--- config.mk ---
export PLATFORM = sky130hd
export DESIGN_NAME = mem_port_arbiter_flat
export DESIGN_NICKNAME = d
export VERILOG_FILES = /design/src/rtl/mem_port_arbiter_if.sv /design/src/rtl/mem_port_arbiter.sv /design/src/flat_wrapper.sv
export SDC_FILE = /design/constraint.sdc
export NUM_CORES = 1
export LEC_CHECK = 0
export CORE_AREA = 4 4 107 109
export CTS_CLUSTER_SIZE = 30
export DETAILED_ROUTE_END_ITERATION = 16
export DIE_AREA = 0 0 111 113
export PLACE_DENSITY = 0.66
export SYNTH_ARGS = -nofsm -noshare
export SYNTH_HDL_FRONTEND = slang
export SYNTH_SLANG_ARGS = --single-unit
--- constraint.sdc ---
create_clock -name clk -period 1.9 [get_ports clk]
set_input_delay 0.285 -clock clk [delete_from_list [all_inputs] [get_ports clk]]
set_output_delay 0.285 -clock clk [all_outputs]
set_load 0.05 [all_outputs]
--- src/rtl/mem_port_arbiter_if.sv ---
// Bundle of the IF request/response, MEM request/response and memory-port signals
// around mem_port_arbiter; master is the arbiter's view, slave the requesters' and memory's.
interface mem_port_arbiter_if;
   logic        imReq;
   logic [31:0] imAddr;
   logic        imGnt;
   logic        imRvalid;
   logic [31:0] imRdata;

   logic        dmReq;
   logic        dmWe;
   logic [31:0] dmAddr;
   logic [31:0] dmWdata;
   logic [3:0]  dmBe;
   logic        dmGnt;
   logic        dmRvalid;
   logic [31:0] dmRdata;

   logic        memReq;
   logic        memWe;
   logic [31:0] memAddr;
   logic [31:0] memWdata;
   logic [3:0]  memBe;
   logic        memGnt;
   logic        memRvalid;
   logic [31:0] memRdata;

   logic        errRsp;

   modport master (
      input  imReq, imAddr, dmReq, dmWe, dmAddr, dmWdata, dmBe,
      input  memGnt, memRvalid, memRdata,
      output imGnt, imRvalid, imRdata, dmGnt, dmRvalid, dmRdata,
      output memReq, memWe, memAddr, memWdata, memBe, errRsp
   );

   modport slave (
      output imReq, imAddr, dmReq, dmWe, dmAddr, dmWdata, dmBe,
      output memGnt, memRvalid, memRdata,
      input  imGnt, imRvalid, imRdata, dmGnt, dmRvalid, dmRdata,
      input  memReq, memWe, memAddr, memWdata, memBe, errRsp
   );
endinterface

--- src/rtl/mem_port_arbiter.sv ---
// Shares one memory port between instruction fetch and MEM-stage data access: one
// transaction outstanding, responses routed to their owner, bounded starvation and latency.
module mem_port_arbiter #(
   parameter int unsigned STARVE_LIMIT = 4,
   parameter int unsigned RSP_TIMEOUT  = 16
) (
   input  logic               clk,
   input  logic               rst,
   mem_port_arbiter_if.master bus
);

   localparam int unsigned SW = $clog2(STARVE_LIMIT + 1);
   localparam int unsigned TW = (RSP_TIMEOUT > 1) ? $clog2(RSP_TIMEOUT) : 1;
   localparam logic [SW-1:0] STARVE_MAX = SW'(STARVE_LIMIT);
   localparam logic [TW-1:0] TO_LAST    = TW'(RSP_TIMEOUT - 1);

   typedef enum logic [0:0] {ST_IDLE = 1'b0, ST_WAIT_RSP = 1'b1} state_e;
   typedef enum logic [0:0] {OWN_IM = 1'b0, OWN_DM = 1'b1} owner_e;

   state_e        state_r;
   state_e        state_nxt_s;
   owner_e        owner_r;
   owner_e        owner_nxt_s;
   logic [TW-1:0] to_cnt_r;
   logic [TW-1:0] to_cnt_nxt_s;
   logic [SW-1:0] starve_cnt_r;
   logic [SW-1:0] starve_cnt_nxt_s;

   logic rsp_s;
   logic timeout_s;
   logic arb_en_s;
   logic sel_im_s;
   logic sel_dm_s;
   logic issue_s;
   logic take_s;
   logic im_gnt_s;
   logic dm_gnt_s;

   // A response or a new arbitration can only happen with the port free or freeing this cycle.
   assign rsp_s     = (state_r == ST_WAIT_RSP) && bus.memRvalid;
   assign timeout_s = (state_r == ST_WAIT_RSP) && !bus.memRvalid && (to_cnt_r == TO_LAST);
   assign arb_en_s  = (state_r == ST_IDLE) || rsp_s;
   assign sel_im_s  = bus.imReq && (!bus.dmReq || (starve_cnt_r == STARVE_MAX));
   assign sel_dm_s  = bus.dmReq && !sel_im_s;
   assign issue_s   = arb_en_s && (bus.imReq || bus.dmReq);
   assign take_s    = issue_s && bus.memGnt;
   assign im_gnt_s  = take_s && sel_im_s;
   assign dm_gnt_s  = take_s && sel_dm_s;

   // Next-state logic for the transaction tracker.
   always_comb begin
      state_nxt_s  = state_r;
      owner_nxt_s  = owner_r;
      to_cnt_nxt_s = to_cnt_r;
      case (state_r)
         ST_IDLE: begin
            if (take_s) begin
               state_nxt_s  = ST_WAIT_RSP;
               owner_nxt_s  = sel_im_s ? OWN_IM : OWN_DM;
               to_cnt_nxt_s = {TW{1'b0}};
            end else begin
               state_nxt_s = ST_IDLE;
            end
         end
         ST_WAIT_RSP: begin
            if (take_s) begin
               state_nxt_s  = ST_WAIT_RSP;
               owner_nxt_s  = sel_im_s ? OWN_IM : OWN_DM;
               to_cnt_nxt_s = {TW{1'b0}};
            end else if (rsp_s || timeout_s) begin
               state_nxt_s = ST_IDLE;
            end else begin
               to_cnt_nxt_s = to_cnt_r + TW'(1);
            end
         end
         default: begin
            state_nxt_s = ST_IDLE;
         end
      endcase
   end

   // Each cycle IF loses to a DM grant counts towards forcing an IF win.
   always_comb begin
      starve_cnt_nxt_s = starve_cnt_r;
      if (im_gnt_s) begin
         starve_cnt_nxt_s = {SW{1'b0}};
      end else if (bus.imReq && dm_gnt_s && (starve_cnt_r != STARVE_MAX)) begin
         starve_cnt_nxt_s = starve_cnt_r + SW'(1);
      end else begin
         starve_cnt_nxt_s = starve_cnt_r;
      end
   end

   // State, owner and counter registers.
   always_ff @(posedge clk) begin
      if (rst) begin
         state_r      <= ST_IDLE;
         owner_r      <= OWN_DM;
         to_cnt_r     <= {TW{1'b0}};
         starve_cnt_r <= {SW{1'b0}};
      end else begin
         state_r      <= state_nxt_s;
         owner_r      <= owner_nxt_s;
         to_cnt_r     <= to_cnt_nxt_s;
         starve_cnt_r <= starve_cnt_nxt_s;
      end
   end

   // Output muxing; grant and response paths stay combinational, everything is zero under reset.
   always_comb begin
      bus.memReq   = 1'b0;
      bus.memWe    = 1'b0;
      bus.memAddr  = 32'h0000_0000;
      bus.memWdata = 32'h0000_0000;
      bus.memBe    = 4'b0000;
      bus.imGnt    = 1'b0;
      bus.dmGnt    = 1'b0;
      bus.imRvalid = 1'b0;
      bus.dmRvalid = 1'b0;
      bus.imRdata  = 32'h0000_0000;
      bus.dmRdata  = 32'h0000_0000;
      bus.errRsp   = 1'b0;
      if (!rst) begin
         bus.memReq = issue_s;
         if (issue_s && sel_im_s) begin
            bus.memAddr = bus.imAddr;
            bus.memBe   = 4'b1111;
         end else if (issue_s && sel_dm_s) begin
            bus.memWe    = bus.dmWe;
            bus.memAddr  = bus.dmAddr;
            bus.memWdata = bus.dmWdata;
            bus.memBe    = bus.dmBe;
         end else begin
            bus.memWe = 1'b0;
         end
         bus.imGnt    = im_gnt_s;
         bus.dmGnt    = dm_gnt_s;
         bus.imRvalid = (rsp_s || timeout_s) && (owner_r == OWN_IM);
         bus.dmRvalid = (rsp_s || timeout_s) && (owner_r == OWN_DM);
         bus.imRdata  = timeout_s ? 32'h0000_0000 : bus.memRdata;
         bus.dmRdata  = timeout_s ? 32'h0000_0000 : bus.memRdata;
         bus.errRsp   = timeout_s;
      end else begin
         bus.memReq = 1'b0;
      end
   end

endmodule

--- src/flat_wrapper.sv ---
// flat-port wrapper written by rule: the top's interface ports become plain ports
module mem_port_arbiter_flat 
#(
   parameter int unsigned STARVE_LIMIT = 4,
   parameter int unsigned RSP_TIMEOUT  = 16
)
  (clk, rst, bus_imReq, bus_imAddr, bus_dmReq, bus_dmWe, bus_dmAddr, bus_dmWdata, bus_dmBe, bus_memGnt, bus_memRvalid, bus_memRdata, bus_imGnt, bus_imRvalid, bus_imRdata, bus_dmGnt, bus_dmRvalid, bus_dmRdata, bus_memReq, bus_memWe, bus_memAddr, bus_memWdata, bus_memBe, bus_errRsp);
  mem_port_arbiter_if bus_i ();
  input  logic clk;
  input  logic rst;
  input wire logic [$bits(bus_i.imReq)-1:0] bus_imReq;
  input wire logic [$bits(bus_i.imAddr)-1:0] bus_imAddr;
  input wire logic [$bits(bus_i.dmReq)-1:0] bus_dmReq;
  input wire logic [$bits(bus_i.dmWe)-1:0] bus_dmWe;
  input wire logic [$bits(bus_i.dmAddr)-1:0] bus_dmAddr;
  input wire logic [$bits(bus_i.dmWdata)-1:0] bus_dmWdata;
  input wire logic [$bits(bus_i.dmBe)-1:0] bus_dmBe;
  input wire logic [$bits(bus_i.memGnt)-1:0] bus_memGnt;
  input wire logic [$bits(bus_i.memRvalid)-1:0] bus_memRvalid;
  input wire logic [$bits(bus_i.memRdata)-1:0] bus_memRdata;
  output wire logic [$bits(bus_i.imGnt)-1:0] bus_imGnt;
  output wire logic [$bits(bus_i.imRvalid)-1:0] bus_imRvalid;
  output wire logic [$bits(bus_i.imRdata)-1:0] bus_imRdata;
  output wire logic [$bits(bus_i.dmGnt)-1:0] bus_dmGnt;
  output wire logic [$bits(bus_i.dmRvalid)-1:0] bus_dmRvalid;
  output wire logic [$bits(bus_i.dmRdata)-1:0] bus_dmRdata;
  output wire logic [$bits(bus_i.memReq)-1:0] bus_memReq;
  output wire logic [$bits(bus_i.memWe)-1:0] bus_memWe;
  output wire logic [$bits(bus_i.memAddr)-1:0] bus_memAddr;
  output wire logic [$bits(bus_i.memWdata)-1:0] bus_memWdata;
  output wire logic [$bits(bus_i.memBe)-1:0] bus_memBe;
  output wire logic [$bits(bus_i.errRsp)-1:0] bus_errRsp;
  assign bus_i.imReq = bus_imReq;
  assign bus_i.imAddr = bus_imAddr;
  assign bus_i.dmReq = bus_dmReq;
  assign bus_i.dmWe = bus_dmWe;
  assign bus_i.dmAddr = bus_dmAddr;
  assign bus_i.dmWdata = bus_dmWdata;
  assign bus_i.dmBe = bus_dmBe;
  assign bus_i.memGnt = bus_memGnt;
  assign bus_i.memRvalid = bus_memRvalid;
  assign bus_i.memRdata = bus_memRdata;
  assign bus_imGnt = bus_i.imGnt;
  assign bus_imRvalid = bus_i.imRvalid;
  assign bus_imRdata = bus_i.imRdata;
  assign bus_dmGnt = bus_i.dmGnt;
  assign bus_dmRvalid = bus_i.dmRvalid;
  assign bus_dmRdata = bus_i.dmRdata;
  assign bus_memReq = bus_i.memReq;
  assign bus_memWe = bus_i.memWe;
  assign bus_memAddr = bus_i.memAddr;
  assign bus_memWdata = bus_i.memWdata;
  assign bus_memBe = bus_i.memBe;
  assign bus_errRsp = bus_i.errRsp;
  mem_port_arbiter #(.STARVE_LIMIT(STARVE_LIMIT), .RSP_TIMEOUT(RSP_TIMEOUT)) u_core (.clk(clk), .rst(rst), .bus(bus_i));
endmodule
==> reports/summary.txt <==
Multi-input gate area -> 2240 um2
Flop pwr share -> 7.9%
clk_skew -> 0.00253 ns
WL/cell -> 19.3 um
DRC viols -> 0
Hold WC Path Type -> reg2reg
final hold vios -> 0
Initial Util -> 17.2%
GRT Overall Usage -> 20.4%
cell area after layout -> 7320 um2
syn_area_per_cell -> 6.30 um2
Setup WS pre-CTS -> -0.333 ns
Initial DRT Pass Iterations -> 4
nets -> 707
Cell Area, Placed -> 6540 um2
clk buf depth -> 2
global-route wire length before repair -> 20500 um
CTS root buffer -> clkbuf_8
placed cells -> 678
Max Freq -> 492 MHz
max_cap viols -> 0
via count -> 3259
Startpoint Class -> register
max-slew violation count -> 0
antenna violations before repair -> 0
Critical Path RT -> 1.62 ns
CTS H-Tree Depth -> 1
pin count of the biggest net entering global routing -> 41
worst-path fanout max -> 8
status -> finished with violations
buffers added on ports -> 277
number of global-route vias before repair -> 3761
total grt overflow -> 0
Tmin final -> 2.03 ns
Slew headroom -> 79.5%
unrepaired setup endpoints after global routing -> yes
Pwr per Cell Area -> 348 nW/um2
Post-Syn Instances -> 290
sw frac -> 44.1%
Worst Setup End Kind -> output port
Psw -> 0.00112 W
mapped cell area -> 1830 um2
Clock Latency Late Sink -> 0.24 ns
failing checks -> setup timing
layout cell share with drive strength beyond 1 -> 63.7%
via density per instance -> 4.63
slew at the pin with the worst max-slew slack -> 0.306 ns
Final ANT Viol Nets -> 0
clock network fraction of total power -> 9.0%
Pint -> 0.00142 W
CTS tree -> done
Syn-to-layout area delta -> 301%
Die W -> 111 um
starting DRC count in detailed routing -> 82
# setup viols final -> 97
io pins -> 278
non-filler cells, final -> 704
RePlAce Congestion -> 0.842
Hold-fix buffers, CTS -> 0
Worst Path Arrival -> 1.75 ns
Comb power frac -> 83.2%
Final Cycle Share -> 107%
Peak VDD IR -> 0.182 mV
CTS Sinks -> 9
Final WS setup -> -0.133 ns
drt total wl -> 13600 um
DIE AREA -> 12500 um2
LEAKAGE -> 2.93 nW
register area share after synthesis -> 9.86%
Netlist cell types -> 39
Fill cells -> 716
Storage cell area -> 186 um2
setup TNS -> -7.10 ns
row cnt -> 38
Reg clk slew, reported paths -> 0.05 ns
die height -> 113 um
Yosys warning count -> 0
hpwl dp -> 10100 um
CP Class -> reg2out
syn nets -> 432
Core ar. -> 10600 um2
antenna cells -> 0
CTS buffer count -> 3
#FFs+latches synth -> 9
[timing repair]
item / 4_1_cts / 5_1_grt
gates resized for setup: 114 / 38
buffers inserted: 14 / 4
setup endpoints to repair: 137 / 128
pin swaps: 71 / 42
cloned: 11 / 1
[synth_stat cells]
master	instances	area [um2]
and2b_1	1	7.51
nor4bb_1	1	10.0
a21oi_2	1	8.76
a21bo_2	1	10.0
or3_1	2	12.5
ha_1	3	37.5
nand3_2	1	10.0
nor4b_1	2	17.5
nand2b_1	1	6.26
and3_4	1	11.3
dfxtp_1	9	180
a21oi_1	40	200
nand2b_2	1	8.76
a21o_1	2	15.0
buf_4	38	285
o21ai_0	2	10.0
nand2_1	40	150
a22oi_1	1	7.51
and2_1	67	419
and3_1	2	12.5
buf_6	4	45.0
a32o_1	1	10.0
nor2b_1	1	6.26
nand3b_1	1	7.51
a41oi_1	1	8.76
nor4_1	1	6.26
nor3b_1	1	7.51
mux2i_1	1	10.0
buf_2	5	25.0
nor2_2	1	6.26
nand4_1	1	6.26
a211o_1	1	8.76
buf_1	2	7.51
nor2_1	8	30.0
nand2_4	1	11.3
nor3_1	2	10.0
nand3_1	34	170
inv_1	3	11.3
clkbuf_1	5	18.8
[routing by layer]
| layer | part of all wire, % | up-vias | global-route usage [%] |
|---|---|---|---|
| li1 | - | 1494 | - |
| met1 | 34 | 1529 | 20.8 |
| met2 | 55 | 207 | 39.7 |
| met3 | 8.1 | 29 | 5.83 |
| met4 | 3.1 | 0 | 6.90 |
| met5 | 0 | - | 0 |
[power by group through the flow]
stage	clock network (W)	registers (W)	logic [W]
3_3_place_gp	0	0.000203	0.00193
6_report	0.000228	0.000201	0.00212
4_1_cts	0.000236	0.000201	0.00212
5_1_grt	0.000243	0.000201	0.00219
3_5_place_dp	0	0.000203	0.00195
2_1_floorplan	0	0.000203	0.000944
[worst max-delay path, stage by stage, from the launching register on]
cell,delay (ns)
dfxtp_2,0.32
inv_2,0.06
ha_4,0.13
a21bo_4,0.16
and2_4,0.24
clkbuf_16,0.20
nand2_2,0.08
a21oi_4,0.15
buf_12,0.15
[cells in the final DEF (no fill, tap or decap), types with 2 or more instances in the layout]
cell	netlist	routed
a21o_1	2	2
a21oi_1	40	4
a21oi_4	0	36
and2_1	67	2
and2_4	0	65
and3_4	1	8
buf_12	0	148
buf_4	38	23
buf_6	4	6
clkbuf_8	0	3
clkdlybuf4s50_1	0	134
dfxtp_1	9	4
dfxtp_2	0	5
dlygate4sd2_1	0	3
ha_4	0	2
inv_2	0	2
nand2_1	40	12
nand2_2	0	10
nand2_4	1	18
nand3_1	34	17
nand3_2	1	17
nor2_1	8	7
nor2_4	0	3
o21ai_0	2	2
or3_1	2	2
[per-stage QoR]
| step | util (%) | power (W) | hold slack [ns] |
|---|---|---|---|
| 5_1_grt | 69.1 | 0.00264 | 0.557 |
| 4_1_cts | 68.7 | 0.00256 | 0.527 |
| 2_1_floorplan | - | 0.00115 | 0.462 |
| 6_report | 69.1 | 0.00255 | 0.531 |
| 3_3_place_gp | 61.7 | 0.00213 | 0.490 |
| 3_5_place_dp | 61.7 | 0.00215 | 0.504 |
[path summary, 6_finish.rpt]
kind | slack [ns] | to | startpoint | cells past startpoint
worst max register to register | 0.37 | u_core.owner_r | u_core.starve_cnt_r[0] | 8
worst min-delay path | 0.53 | u_core.owner_r | u_core.owner_r | 1
worst min register to register | 0.53 | u_core.owner_r | u_core.owner_r | 1
worst max-delay path | -0.13 | bus_memAddr[12] | u_core.starve_cnt_r[0] | 8
[flip-flops by register name (all words and copies together), names as in the netlist]
register and count:
u_core.to_cnt_r 4, u_core.state_r 1, u_core.starve_cnt_r 3, u_core.owner_r 1
[cell type report]
type	instances	share of cell area [%]
timing repair buffer	318	63.7
multi-input combinational	230	30.6
sequential	9	2.55
tap	140	2.39
clock buffer	4	0.615
inverter	3	0.154
[logic make-up (layout without fill, tap and decap cells)]
family	after synthesis	count (layout)	synth area share, %
muxes	1	1	0.548
buffers and inverters	57	325	21.5
AOI/OAI and AO/OA	50	50	15.3
adders and majority gates	3	3	2.06
DFF	9	9	9.86
and+or+nand+nor	170	176	50.8
No activity file was read; power rests on OpenSTA's default activity.
